<file path="config.mk">
export PLATFORM = sky130hd
export DESIGN_NAME = led_pwm_ctrl
export DESIGN_NICKNAME = d
export VERILOG_FILES = /design/src/rtl/led_pwm_pkg.sv /design/src/rtl/led_pwm_chan.sv /design/src/rtl/led_pwm_ctrl.sv
export SDC_FILE = /design/constraint.sdc
export NUM_CORES = 1
export LEC_CHECK = 0
export CELL_PAD_IN_SITES_DETAIL_PLACEMENT = 1
export CELL_PAD_IN_SITES_GLOBAL_PLACEMENT = 1
export CORE_ASPECT_RATIO = 1.75
export CORE_UTILIZATION = 39
export CTS_CLUSTER_SIZE = 20
export DETAILED_ROUTE_END_ITERATION = 10
export GPL_TIMING_DRIVEN = 0
export PLACE_DENSITY_LB_ADDON = 0.1
export SLEW_MARGIN = 20
export SYNTH_ARGS = -nofsm -noshare
export SYNTH_HDL_FRONTEND = slang
export SYNTH_HIERARCHICAL = 1
export SYNTH_SLANG_ARGS = --single-unit
</file>
<file path="constraint.sdc">
create_clock -name clk_sys_i -period 3.6 [get_ports clk_sys_i]
set_input_delay 0.36 -clock clk_sys_i [delete_from_list [all_inputs] [get_ports clk_sys_i]]
set_output_delay 0.36 -clock clk_sys_i [all_outputs]
set_load 0.05 [all_outputs]
</file>
<file path="src/rtl/led_pwm_pkg.sv">
// Shared constants and types for the LED PWM controller.
// Optional build macro: LED_PWM_FADE_EN (see led_pwm_chan).
package led_pwm_pkg;

    // Word offsets, decoded from byte address bits [9:2]
    localparam logic [7:0] CTRL_OFFSET      = 8'h00;
    localparam logic [7:0] PRESCALE_OFFSET  = 8'h01;
    localparam logic [7:0] DUTY_BASE_OFFSET = 8'h04;

    // CTRL bit positions
    localparam int CTRL_EN_BIT  = 0;
    localparam int CTRL_INV_BIT = 1;

    typedef struct packed {
        logic inv;
        logic en;
    } ctrl_reg_t;

    // Expand 4 byte enables to a 32-bit write mask
    function automatic logic [31:0] be_to_mask(input logic [3:0] be);
        return {{8{be[3]}}, {8{be[2]}}, {8{be[1]}}, {8{be[0]}}};
    endfunction

endpackage

</file>
<file path="src/rtl/led_pwm_chan.sv">
// One PWM channel: duty shadow, active duty and registered compare output.
// With LED_PWM_FADE_EN defined, the active duty walks one step per period
// toward the shadow instead of jumping.
module led_pwm_chan
    import led_pwm_pkg::*;
#(
    parameter int CtrWidth = 8
) (
    input  logic                clk_sys_i,
    input  logic                rst_sys_i,
    input  logic                en,
    input  logic                inv,
    input  logic                wrap,
    input  logic                duty_we,
    input  logic [CtrWidth-1:0] duty_wdata,
    input  logic [CtrWidth-1:0] duty_wmask,
    input  logic [CtrWidth-1:0] pwm_cnt,
    output logic [CtrWidth-1:0] shadow,
    output logic                pwm
);

    logic [CtrWidth-1:0] duty_act;

    // Byte-masked software write into the shadow
    always_ff @(posedge clk_sys_i or posedge rst_sys_i) begin
        if (rst_sys_i)
            shadow <= '0;
        else if (duty_we)
            shadow <= (shadow & ~duty_wmask) | (duty_wdata & duty_wmask);
    end

    // Active duty follows shadow while disabled, otherwise only at period wrap
    always_ff @(posedge clk_sys_i or posedge rst_sys_i) begin
        if (rst_sys_i)
            duty_act <= '0;
        else if (!en)
            duty_act <= shadow;
`ifdef LED_PWM_FADE_EN
        else if (wrap) begin
            if (duty_act < shadow)
                duty_act <= duty_act + 1'b1;
            else if (duty_act > shadow)
                duty_act <= duty_act - 1'b1;
        end
`else
        else if (wrap)
            duty_act <= shadow;
`endif
    end

    // Registered compare; with en low this settles to the INV level
    always_ff @(posedge clk_sys_i or posedge rst_sys_i) begin
        if (rst_sys_i)
            pwm <= 1'b0;
        else
            pwm <= (en & (pwm_cnt < duty_act)) ^ inv;
    end

endmodule

</file>
<file path="src/rtl/led_pwm_ctrl.sv">
// Bus-mapped PWM controller: register decode, shared prescaler and period
// counter, and an array of led_pwm_chan instances.
// Optional build macro: LED_PWM_FADE_EN (gradual duty fade per period).
module led_pwm_ctrl
    import led_pwm_pkg::*;
#(
    parameter int NumChannels   = 16,
    parameter int CtrWidth      = 8,
    parameter int PrescaleWidth = 16
) (
    input  logic                   clk_sys_i,
    input  logic                   rst_sys_i,
    input  logic                   device_req_i,
    input  logic [31:0]            device_addr_i,
    input  logic                   device_we_i,
    input  logic [3:0]             device_be_i,
    input  logic [31:0]            device_wdata_i,
    output logic                   device_rvalid_o,
    output logic [31:0]            device_rdata_o,
    output logic [NumChannels-1:0] pwm_o,
    output logic                   period_start_o
);

    logic [7:0]  word;
    logic [31:0] wmask;
    logic        wr;
    logic        ctrl_hit;
    logic        pre_hit;

    assign word     = device_addr_i[9:2];
    assign wmask    = be_to_mask(device_be_i);
    assign wr       = device_req_i & device_we_i;
    assign ctrl_hit = (word == CTRL_OFFSET);
    assign pre_hit  = (word == PRESCALE_OFFSET);

    ctrl_reg_t                               ctrl;
    logic [PrescaleWidth-1:0]                prescale;
    logic [PrescaleWidth-1:0]                pre_cnt;
    logic [CtrWidth-1:0]                     pwm_cnt;
    logic                                    tick;
    logic                                    wrap;
    logic [NumChannels-1:0][CtrWidth-1:0]    duty_shadow;
    logic [NumChannels-1:0]                  duty_hit;
    logic [31:0]                             rd_mux;

    // Address bits outside [9:2] and high write-data bits are not decoded
    logic unused_bits;
    assign unused_bits = ^{device_addr_i[31:10], device_addr_i[1:0], device_wdata_i, wmask};

    // CTRL and PRESCALE registers
    always_ff @(posedge clk_sys_i or posedge rst_sys_i) begin
        if (rst_sys_i) begin
            ctrl     <= '0;
            prescale <= '0;
        end else if (wr) begin
            if (ctrl_hit && device_be_i[0]) begin
                ctrl.en  <= device_wdata_i[CTRL_EN_BIT];
                ctrl.inv <= device_wdata_i[CTRL_INV_BIT];
            end
            if (pre_hit)
                prescale <= (prescale & ~wmask[PrescaleWidth-1:0]) |
                            (device_wdata_i[PrescaleWidth-1:0] & wmask[PrescaleWidth-1:0]);
        end
    end

    // A new PRESCALE below pre_cnt is only matched after pre_cnt wraps
    assign tick = ctrl.en && (pre_cnt == prescale);
    assign wrap = tick && (pwm_cnt == '1);

    // Prescaler and period counter, both parked at 0 while disabled
    always_ff @(posedge clk_sys_i or posedge rst_sys_i) begin
        if (rst_sys_i) begin
            pre_cnt        <= '0;
            pwm_cnt        <= '0;
            period_start_o <= 1'b0;
        end else begin
            period_start_o <= wrap;
            if (!ctrl.en) begin
                pre_cnt <= '0;
                pwm_cnt <= '0;
            end else begin
                pre_cnt <= tick ? '0 : pre_cnt + 1'b1;
                if (tick)
                    pwm_cnt <= pwm_cnt + 1'b1;
            end
        end
    end

    // Read data selection; unmapped offsets read as 0
    always_comb begin
        rd_mux = '0;
        if (ctrl_hit)
            rd_mux = {30'b0, ctrl.inv, ctrl.en};
        if (pre_hit)
            rd_mux = 32'(prescale);
        for (int i = 0; i < NumChannels; i++)
            if (duty_hit[i])
                rd_mux = 32'(duty_shadow[i]);
    end

    // Single-cycle response; rdata holds between requests, 0 for writes
    always_ff @(posedge clk_sys_i or posedge rst_sys_i) begin
        if (rst_sys_i) begin
            device_rvalid_o <= 1'b0;
            device_rdata_o  <= '0;
        end else begin
            device_rvalid_o <= device_req_i;
            if (device_req_i)
                device_rdata_o <= device_we_i ? 32'b0 : rd_mux;
        end
    end

    for (genvar gi = 0; gi < NumChannels; gi++) begin : g_chan
        assign duty_hit[gi] = (word == DUTY_BASE_OFFSET + 8'(gi));

        led_pwm_chan #(.CtrWidth(CtrWidth)) u_chan (
            .clk_sys_i  (clk_sys_i),
            .rst_sys_i  (rst_sys_i),
            .en         (ctrl.en),
            .inv        (ctrl.inv),
            .wrap       (wrap),
            .duty_we    (wr & duty_hit[gi]),
            .duty_wdata (device_wdata_i[CtrWidth-1:0]),
            .duty_wmask (wmask[CtrWidth-1:0]),
            .pwm_cnt    (pwm_cnt),
            .shadow     (duty_shadow[gi]),
            .pwm        (pwm_o[gi])
        );
    end

endmodule

</file>
# [Word-level counts from Yosys, hierarchy flattened]
# Cells that the tools add are included.
[word_totals] regBits=348 inputBits=72 output_inout_bits=50
[classes] n_addsub=2 n_lt_le_gt_ge=16 eq_ne=21 n_mux=55 bitwise=87 n_reduce_logical=6
[op_table] operator="$mux W32" count=18
[op_table] operator="$mux W8" count=34
[op_table] operator="$and A8 B8 Y8" count=17
[op_table] operator="$lt A8 B8 Y1" count=16
[op_table] operator="$or A8 B8 Y8" count=16
[op_table] operator="$eq A8 B4 Y1 const B" count=8
[op_table] operator="$and A1 B1 Y1" count=33
[op_table] operator="$and A16 B16 Y16" count=2
[op_table] operator="$eq A8 B3 Y1 const B" count=4
[op_table] operator="$eq A8 B5 Y1 const B" count=4
[op_table] operator="$mux W16" count=2
[op_table] operator="$add A16 B1 Y16 const B" count=1
[op_table] operator="$eq A16 B16 Y1" count=1
[op_table] operator="$not A16 Y16" count=1
[op_table] operator="$or A16 B16 Y16" count=1
[op_table] operator="$xor A1 B1 Y1" count=16
[op_table] operator="$add A8 B1 Y8 const B" count=1
[op_table] operator="$eq A8 B1 Y1 const B" count=1
[op_table] operator="$eq A8 B8 Y1 const B" count=1
[op_table] operator="$logic_not A8 Y1" count=1
[op_table] operator="$not A8 Y8" count=1
[op_table] operator="$ne A2 B1 Y1 const B" count=2
[op_table] operator="$reduce_and A2 Y1" count=2
[op_table] operator="$logic_and A1 B1 Y1" count=3
[op_table] operator="$mux W2" count=1

# [Depth between registers and ports, before layout]
# Gate-level depths: netlist of run 1.
[depth] depth_word=20 mapped_depth=11

# [By module]
# Netlist of run 1, hierarchy kept.
[by_module_without_submodules] mod="led_pwm_chan" instances=16 cells_each=77 area_each_um2=869.6 seq_area_each_um2=425.4
[by_module_without_submodules] mod="led_pwm_ctrl" instances=1 cells_each=511 area_each_um2=4584.4 seq_area_each_um2=1501.4

# [Worst setup path before layout of run 1]
# Ideal clock, no wire load.
[synth_timing] path_kind="flip-flop to flip-flop" startpoint="register pre_cnt[6]" endpoint="register g_chan[0].u_chan.duty_act[2]" setup_time_ps=134 t_arrival_ps=2375 t_required_ps=3466 slack_ps=1091 stages_incl_launch_ff=11 synth_period_minus_slack_ps=2509 cell_sequence="dfrtp_1 > clkbuf_1 > xor2_1 > nor4_1 > nand4_1 > clkbuf_1 > nor2_1 > and3_1 > nand2b_1 > clkbuf_1 > o21ai_0"
[synth_between] elab_chain_cells=4
[synth_rtl] element="from (decl)" line_no="led_pwm_ctrl.sv:38" rtl="logic [PrescaleWidth-1:0] pre_cnt;"
[synth_rtl] element="from (signal assigned)" line_no="led_pwm_ctrl.sv:82" rtl="pre_cnt <= tick ? '0 : pre_cnt + 1'b1;"
[synth_rtl] element="$eq A16 B16 Y1" line_no="led_pwm_ctrl.sv:67" rtl="assign tick = ctrl.en && (pre_cnt == prescale);"
[synth_rtl] element="$logic_and A1 B1 Y1" line_no="led_pwm_ctrl.sv:67"
[synth_rtl] element="$logic_and A1 B1 Y1" line_no="led_pwm_ctrl.sv:68" rtl="assign wrap = tick && (pwm_cnt == '1);"
[synth_rtl] element="named net wrap" line_no="led_pwm_ctrl.sv:41" rtl="logic wrap;"
[synth_rtl] element="$ne A2 B1 Y1 (no line)"
[synth_rtl] element="to (signal assigned)" line_no="led_pwm_chan.sv:37" rtl="duty_act <= shadow;"
[synth_rtl] element="to (signal assigned)" line_no="led_pwm_chan.sv:47" rtl="duty_act <= shadow;"
[synth_rtl] element="to (decl)" line_no="led_pwm_chan.sv:22" rtl="logic [CtrWidth-1:0] duty_act;"
# The timed path passes the listed nets, and every way through them passes these cells.
# A chain may end at the register's enable or synchronous reset.

# [Worst setup path in the final report of run 1]
[layout_timing] startpoint="register pre_cnt[8]" endpoint="register g_chan[14].u_chan.duty_act[4]"
[layout_between] elab_chain_cells=4
[layout_rtl] element="$eq A16 B16 Y1" line_no="led_pwm_ctrl.sv:67"
[layout_rtl] element="$logic_and A1 B1 Y1" line_no="led_pwm_ctrl.sv:67"
[layout_rtl] element="$logic_and A1 B1 Y1" line_no="led_pwm_ctrl.sv:68"
[layout_rtl] element="named net wrap" line_no="led_pwm_ctrl.sv:41"
[layout_rtl] element="$ne A2 B1 Y1 (no line)"
[layout_rtl] element="to (signal assigned)" line_no="led_pwm_chan.sv:37"
[layout_rtl] element="to (signal assigned)" line_no="led_pwm_chan.sv:47"
[layout_rtl] element="to (decl)" line_no="led_pwm_chan.sv:22"
# The timed path passes the listed nets, and every way through them passes these cells.

==> metrics.txt, run 1 <==
run status=complete, but fails checks; violated checks=DRC; sum of internal, switching and leakage power=8.29 mW; switching power=2.04 mW; data required time at the worst endpoint=3.99 ns; Max Transition Viols Final=0; area grow syn2layout=15.3%; pin count of the biggest net entering global routing=77; clock insertion delay at the later pin of the skew report=0.53 ns; synthesized instance count=1743; signal arrival time at the worst endpoint=3.57 ns; initial antenna violation count=2; Unique masters post-synth=73; dominant cell by count in the synthesized netlist=sky130_fd_sc_hd__dfrtp_1; LEAKAGE=9.45 nW; fraction of final layout cells sized beyond drive strength 1=19.5%; cell types with the highest counts after synthesis=332 x sky130_fd_sc_hd__dfrtp_1, 266 x sky130_fd_sc_hd__nand2_1, 171 x sky130_fd_sc_hd__mux2_2; number of buffers created by CTS=36; net count of the finished layout=2052; portion of total power attributed to the clock network=46.7%; sequential cell area fraction in the yosys report=44.9%; Internal Dissipation=6.26 mW; leading register cell type out of synthesis=sky130_fd_sc_hd__dfrtp_1; # setup viols final=0; total non-filler cell area in the finished layout=21300 um2; worst slew pin tran=1.09 ns; final-layout worst hold slack=0.135 ns; beginning of the worst register-to-register path=pre_cnt[8]$_DFF_PP0_; via/cell ratio=5.62; combined global-route utilization of all metal layers=27.0%; post-route minimum period=3.19 ns; CTS tree=done; gp weighted congestion=0.950; number of levels the H-tree was split into=2; WL final=63700 um; class of the most critical setup path=reg2reg; floorplan die area=48300 um2; core footprint=46900 um2; number of synthesized flops with an enable pin=0; final clock period utilization by the worst path=88.6%; Via Count=13.9k; Worst setup EP type=flip-flop; post-synth design cell area=18500 um2; Routed Antenna Nets=0; proportion of netlist area held by the largest area contributor=44.9%; proportion of register bits with asynchronous set or reset after synthesis=100%; count of yosys warnings during synthesis=6; reg2reg end=g_chan[14].u_chan/duty_act[4]$_DFFE_PP0P_; DPL Wire Length=46700 um; effective utilization at floorplan=39.4%; fraction of power spent switching nets=24.5%; total of max-cap violations=0; startpoint kind of the worst setup timing path=flip-flop; relative slew slack=26.6%; mean cell area of the mapped netlist=10.6 um2; type of the worst min-delay path=in2async; FMAX=314 MHz; detailed router's first-iteration violation count=741; post-CTS clock slew at the launch and capture registers of the worst setup and hold paths=0.06 ns; flop and latch count out of synthesis=332; largest vdd supply drop=0.000301 V; number of hold violations in the final report=0; Power per Cell Area=389 nW/um2; aggregate global routing overflow=0; cell chosen for the clock root=sky130_fd_sc_hd__clkbuf_16; Critical Path Fanout Max=17; Ports=122; y dimension of the die=290 um; library cell occupying the most area in the post-synthesis netlist=sky130_fd_sc_hd__dfrtp_1; number of buffers on the longest clock path=3; proportion of power drawn by combinational gates=7.1%; part of the power in registers=46.2%; Row Count=105; IO buf count=59; Antenna Cells=0; r2r worst-path depth=9; length of the first detailed-routing pass in iterations=8; width of the chip=167 um; filler instances=5168; largest cells by area after synthesis=sky130_fd_sc_hd__dfrtp_1 45%, sky130_fd_sc_hd__mux2_2 10%, sky130_fd_sc_hd__ha_1 7.7%, sky130_fd_sc_hd__nand2_1 5.4%, sky130_fd_sc_hd__inv_1 2.8%; via count of the first global-routing pass=15.2k; Max Clock Skew=0.0107 ns; setup slack on the worst flop-to-flop path=0.41 ns; global-route wire length before repair=96900 um; clk sink count=332; cell area reported after detailed placement=20100 um2; RSZ-0062 raised after global routing=false; remaining routing DRC violations=5; Routed wire per std cell=25.7 um
-- how the worst max path moves through the flow --
stage / cells after the start / from / slack [ns] / end
after global routing: 10 / pre_cnt[6]$_DFF_PP0_ / 0.17 / g_chan[11].u_chan/duty_act[2]$_DFFE_PP0P_
after global placement: 3 / device_be_i[0] / -2.43 / flip-flop
after detailed placement: 10 / pre_cnt[6]$_DFF_PP0_ / -0.06 / g_chan[11].u_chan/duty_act[2]$_DFFE_PP0P_
after floorplan: 10 / pre_cnt[6]$_DFF_PP0_ / 1.09 / g_chan[0].u_chan/duty_act[2]$_DFFE_PP0P_
final: 9 / pre_cnt[8]$_DFF_PP0_ / 0.41 / g_chan[14].u_chan/duty_act[4]$_DFFE_PP0P_
after CTS: 10 / pre_cnt[6]$_DFF_PP0_ / 0.09 / g_chan[11].u_chan/duty_act[2]$_DFFE_PP0P_
-- power groups by stage --
stage,combinational (mW),sequential (mW),clock (mW)
6_report,0.591,3.83,3.87
3_5_place_dp,0.591,3.90,0
5_1_grt,0.637,3.83,4.08
2_1_floorplan,0.333,3.89,0
4_1_cts,0.593,3.83,3.98
3_3_place_gp,0.577,3.90,0
-- cell families (layout without fill, tap and decap cells) --
group | after synthesis | in the layout | synth area share [%]
adder cells (fa/ha/maj) | 114 | 114 | 7.71
AO/OA/AOI/OAI | 315 | 315 | 14.4
AND/OR/NAND/NOR | 513 | 513 | 13.5
buffers and inverters | 227 | 357 | 5.09
XOR/XNOR | 47 | 47 | 2.23
multiplexers | 194 | 194 | 12.1
flip-flops | 332 | 332 | 44.9
other | 1 | 16 | 0.0203
-- cells in the final DEF (no fill, tap or decap), drive strengths merged, types with 7 or more instances in the layout --
master         count
nor2              66
ha               114
nor3              12
conb              16
buf               59
mux2             171
a22o              10
xor2              25
xnor2             22
nor2b             24
o21ai            142
nor4              12
nand4             28
and3              20
a31oi              7
a21o              18
a2111oi           18
clkdlybuf4s50     49
a21oi             23
o311ai            18
mux2i             17
clkbuf            99
dfrtp            332
inv              139
nand3             19
and2               7
nand2            266
nand2b            39
o21a              18
-- per-layer routing --
metal  share of wire [%]  global-route usage, %
met5               0.035                      0
met1                  38                   29.8
met4                 4.8                   12.4
met2                  54                   51.2
met3                 3.1                   2.80
-- per-stage QoR --
stage / instances / TNS [ns] / setup WS [ns] / utilization, %
global placement: 2405 / -294.67 / -2.43 / 42.4
floorplan: 1758 / 0 / 1.09 / -
finish: 2476 / 0 / 0.412 / 45.5
CTS: 2475 / 0 / 0.0903 / 45.5
global route: 2476 / 0 / 0.167 / 45.5
detailed placement: 2415 / -0.634 / -0.0554 / 42.9
-- critical path, cell delays in order (launching register included) --
cell and delay (ns):
sky130_fd_sc_hd__dfrtp_1 0.47, sky130_fd_sc_hd__xor2_1 0.19, sky130_fd_sc_hd__nor4_1 0.38, sky130_fd_sc_hd__nand4_1 0.24, sky130_fd_sc_hd__clkbuf_1 0.32, sky130_fd_sc_hd__nor2_1 0.15, sky130_fd_sc_hd__and3_4 0.44, sky130_fd_sc_hd__nand2b_1 0.31
sky130_fd_sc_hd__clkbuf_1 0.39, sky130_fd_sc_hd__o21ai_0 0.15
-- layout make-up --
type                    count  area [um2]  area share (%)
flip-flops and latches    332        8320            39.0
clock inverters            11         164           0.769
clock buffers              49        1040            4.88
repair buffers             70         807            3.78
multi-input cells        1199        9310            43.7
inverters                 139         524            2.46
plain buffers              88         420            1.97
well taps                 588         736            3.45
-- repair_timing --
item | 4_1_cts | 5_1_grt
setup buffers | 0 | 1
pin swaps | 0 | 1
resized for setup | 1 | 0
hold buffers | 0 | 0
setup endpoints to repair | 67 | 41
Note: power is estimated with default switching activity, not from simulation.
==> run 2, diff against run 1 <==
==> constraint.sdc (replaced) <==
create_clock -name clk_sys_i -period 3.9 [get_ports clk_sys_i]
set_input_delay 0.39 -clock clk_sys_i [delete_from_list [all_inputs] [get_ports clk_sys_i]]
set_output_delay 0.39 -clock clk_sys_i [all_outputs]
set_load 0.05 [all_outputs]
==> run 2 against run 1 <==
The flow still finishes with violations (DRC). Global-route usage did not move. Sequential power fell by 7.6%. Combinational power fell by 8.1%. Utilization barely moved. Die area did not move. Cell area barely moved. Worst hold slack improved by 0.036 ns. Count of clock-buffer cells in the layout did not move.
==> metrics.txt, run 2 (synthesis results as in run 1) <==
post-route minimum period=3.63 ns; fraction of final layout cells sized beyond drive strength 1=19.5%; number of levels the H-tree was split into=2; width of the chip=167 um; sum of negative setup slack=0 ns; clock insertion delay at the later pin of the skew report=0.53 ns; run status=complete, but fails checks; # Post-CTS Setup Buffers=0; gp weighted congestion=0.950; y dimension of the die=290 um; filler instances=5168; Row Count=105; via/cell ratio=5.63; setup slack on the worst flop-to-flop path=0.27 ns; CTS tree=done; LEAKAGE=9.45 nW; effective utilization at floorplan=39.4%; Via Count=13.9k; length of the first detailed-routing pass in iterations=8; number of buffers created by CTS=36; worst slew pin tran=1.08 ns; floorplan die area=48300 um2; DPL Wire Length=46700 um; FMAX=275 MHz; combined global-route utilization of all metal layers=27.0%; signal arrival time at the worst endpoint=4.01 ns; remaining routing DRC violations=5; Routed Antenna Nets=0; stage delay of the slowest cell on the critical path=0.61 ns; detailed router's first-iteration violation count=735; Critical Path Fanout Max=17; # setup viols final=0; net count of the finished layout=2051; type of the worst min-delay path=in2async; number of hold violations in the final report=0; Ports=122; CTS hold repair buffers=0; WL final=63700 um; final cell count without fillers=2475; footprint of the flip-flops and latches=8320 um2; Antenna Cells=0; beginning of the worst register-to-register path=pre_cnt[8]$_DFF_PP0_; via count of the first global-routing pass=15.2k; Multi-input gate area=9310 um2; most common cell after layout, fill and taps aside=sky130_fd_sc_hd__dfrtp_1; Routed wire per std cell=25.7 um; cell area reported after detailed placement=20100 um2; Power per Cell Area=359 nW/um2; global-route wire length before repair=96900 um; post-CTS clock slew at the launch and capture registers of the worst setup and hold paths=0.06 ns; violated checks=DRC; Max Clock Skew=0.0108 ns; area grow syn2layout=15.2%; delay-heaviest family, CP=simple AND/OR/NAND/NOR gates; initial antenna violation count=2; most used cells in the layout excluding fill and tap cells=322 x sky130_fd_sc_hd__dfrtp_1, 266 x sky130_fd_sc_hd__nand2_1, 171 x sky130_fd_sc_hd__mux2_2, 137 x sky130_fd_sc_hd__inv_1, 114 x sky130_fd_sc_hd__ha_1; cell-by-cell trace of the critical path=xor2_1 -> nor4_1 -> nand4_1 -> clkbuf_1 -> nor2_1 -> and3_2 -> nand2b_1 -> clkbuf_1 -> o21ai_0; largest vdd supply drop=0.000279 V; pin count of the biggest net entering global routing=77; total of max-cap violations=0; cell chosen for the clock root=sky130_fd_sc_hd__clkbuf_16; final clock period utilization by the worst path=93.1%; total non-filler cell area in the finished layout=21300 um2; reg2reg end=g_chan[11].u_chan/duty_act[2]$_DFFE_PP0P_; class of the most critical setup path=reg2reg; Worst setup EP type=flip-flop; slowest cell on the critical path=sky130_fd_sc_hd__and3_2; relative slew slack=27.0%; data required time at the worst endpoint=4.28 ns; clk sink count=332; number of instances resized during post-cts repair=0; final-layout worst hold slack=0.171 ns; share of the core filled with cells in the final layout=45.4%; aggregate global routing overflow=0; Post-Place Cells=2415; Max Transition Viols Final=0; RSZ-0062 raised after global routing=false; IO buf count=59; Crit path buffers/inverters=2; core footprint=46900 um2; number of buffers on the longest clock path=3; r2r worst-path depth=9; startpoint kind of the worst setup timing path=flip-flop; CP most frequent cell=sky130_fd_sc_hd__clkbuf_1
-- run 2: worst max-delay path by stage --
stage	slack, ns	from	cells after the start	end
after detailed placement	0.24	pre_cnt[6]$_DFF_PP0_	10	g_chan[11].u_chan/duty_act[2]$_DFFE_PP0P_
after global placement	-2.16	device_be_i[0]	3	flip-flop
final	0.27	pre_cnt[8]$_DFF_PP0_	9	g_chan[11].u_chan/duty_act[2]$_DFFE_PP0P_
after global routing	0.02	pre_cnt[8]$_DFF_PP0_	9	g_chan[11].u_chan/duty_act[2]$_DFFE_PP0P_
after CTS	0.21	pre_cnt[6]$_DFF_PP0_	10	g_chan[11].u_chan/duty_act[2]$_DFFE_PP0P_
after floorplan	1.39	pre_cnt[6]$_DFF_PP0_	10	g_chan[0].u_chan/duty_act[2]$_DFFE_PP0P_
-- run 2: area by class of cell --
cell class	instances	share of cell area [%]
clock buffer	49	4.88
timing repair buffer	69	3.75
sequential	332	39.1
tap	588	3.45
buffer	88	1.97
multi-input combinational	1199	43.7
inverter	139	2.46
clock inverter	11	0.769
-- run 2: power by group --
| part | switching (mW) | internal (mW) | total [mW] |
|---|---|---|---|
| combinational | 0.390 | 0.153 | 0.543 |
| sequential | 0.0462 | 3.49 | 3.54 |
| clock | 1.44 | 2.13 | 3.57 |
| total | 1.88 | 5.77 | 7.65 |
-- run 2: through the flow --
step           worst slack, ns  power, mW
2_1_floorplan             1.39       3.90
3_3_place_gp             -2.16       4.13
3_5_place_dp             0.245       4.15
4_1_cts                  0.208       7.76
5_1_grt                 0.0157       7.89
6_report                 0.269       7.65
-- run 2: layer usage --
metal  share of wire (%)  vias up  track usage [%]
met3                 3.1      143             2.80
met5               0.035        -                0
li1                    -     6310                -
met1                  38     7123             29.8
met2                  54      358             51.2
met4                 4.8        4             12.4
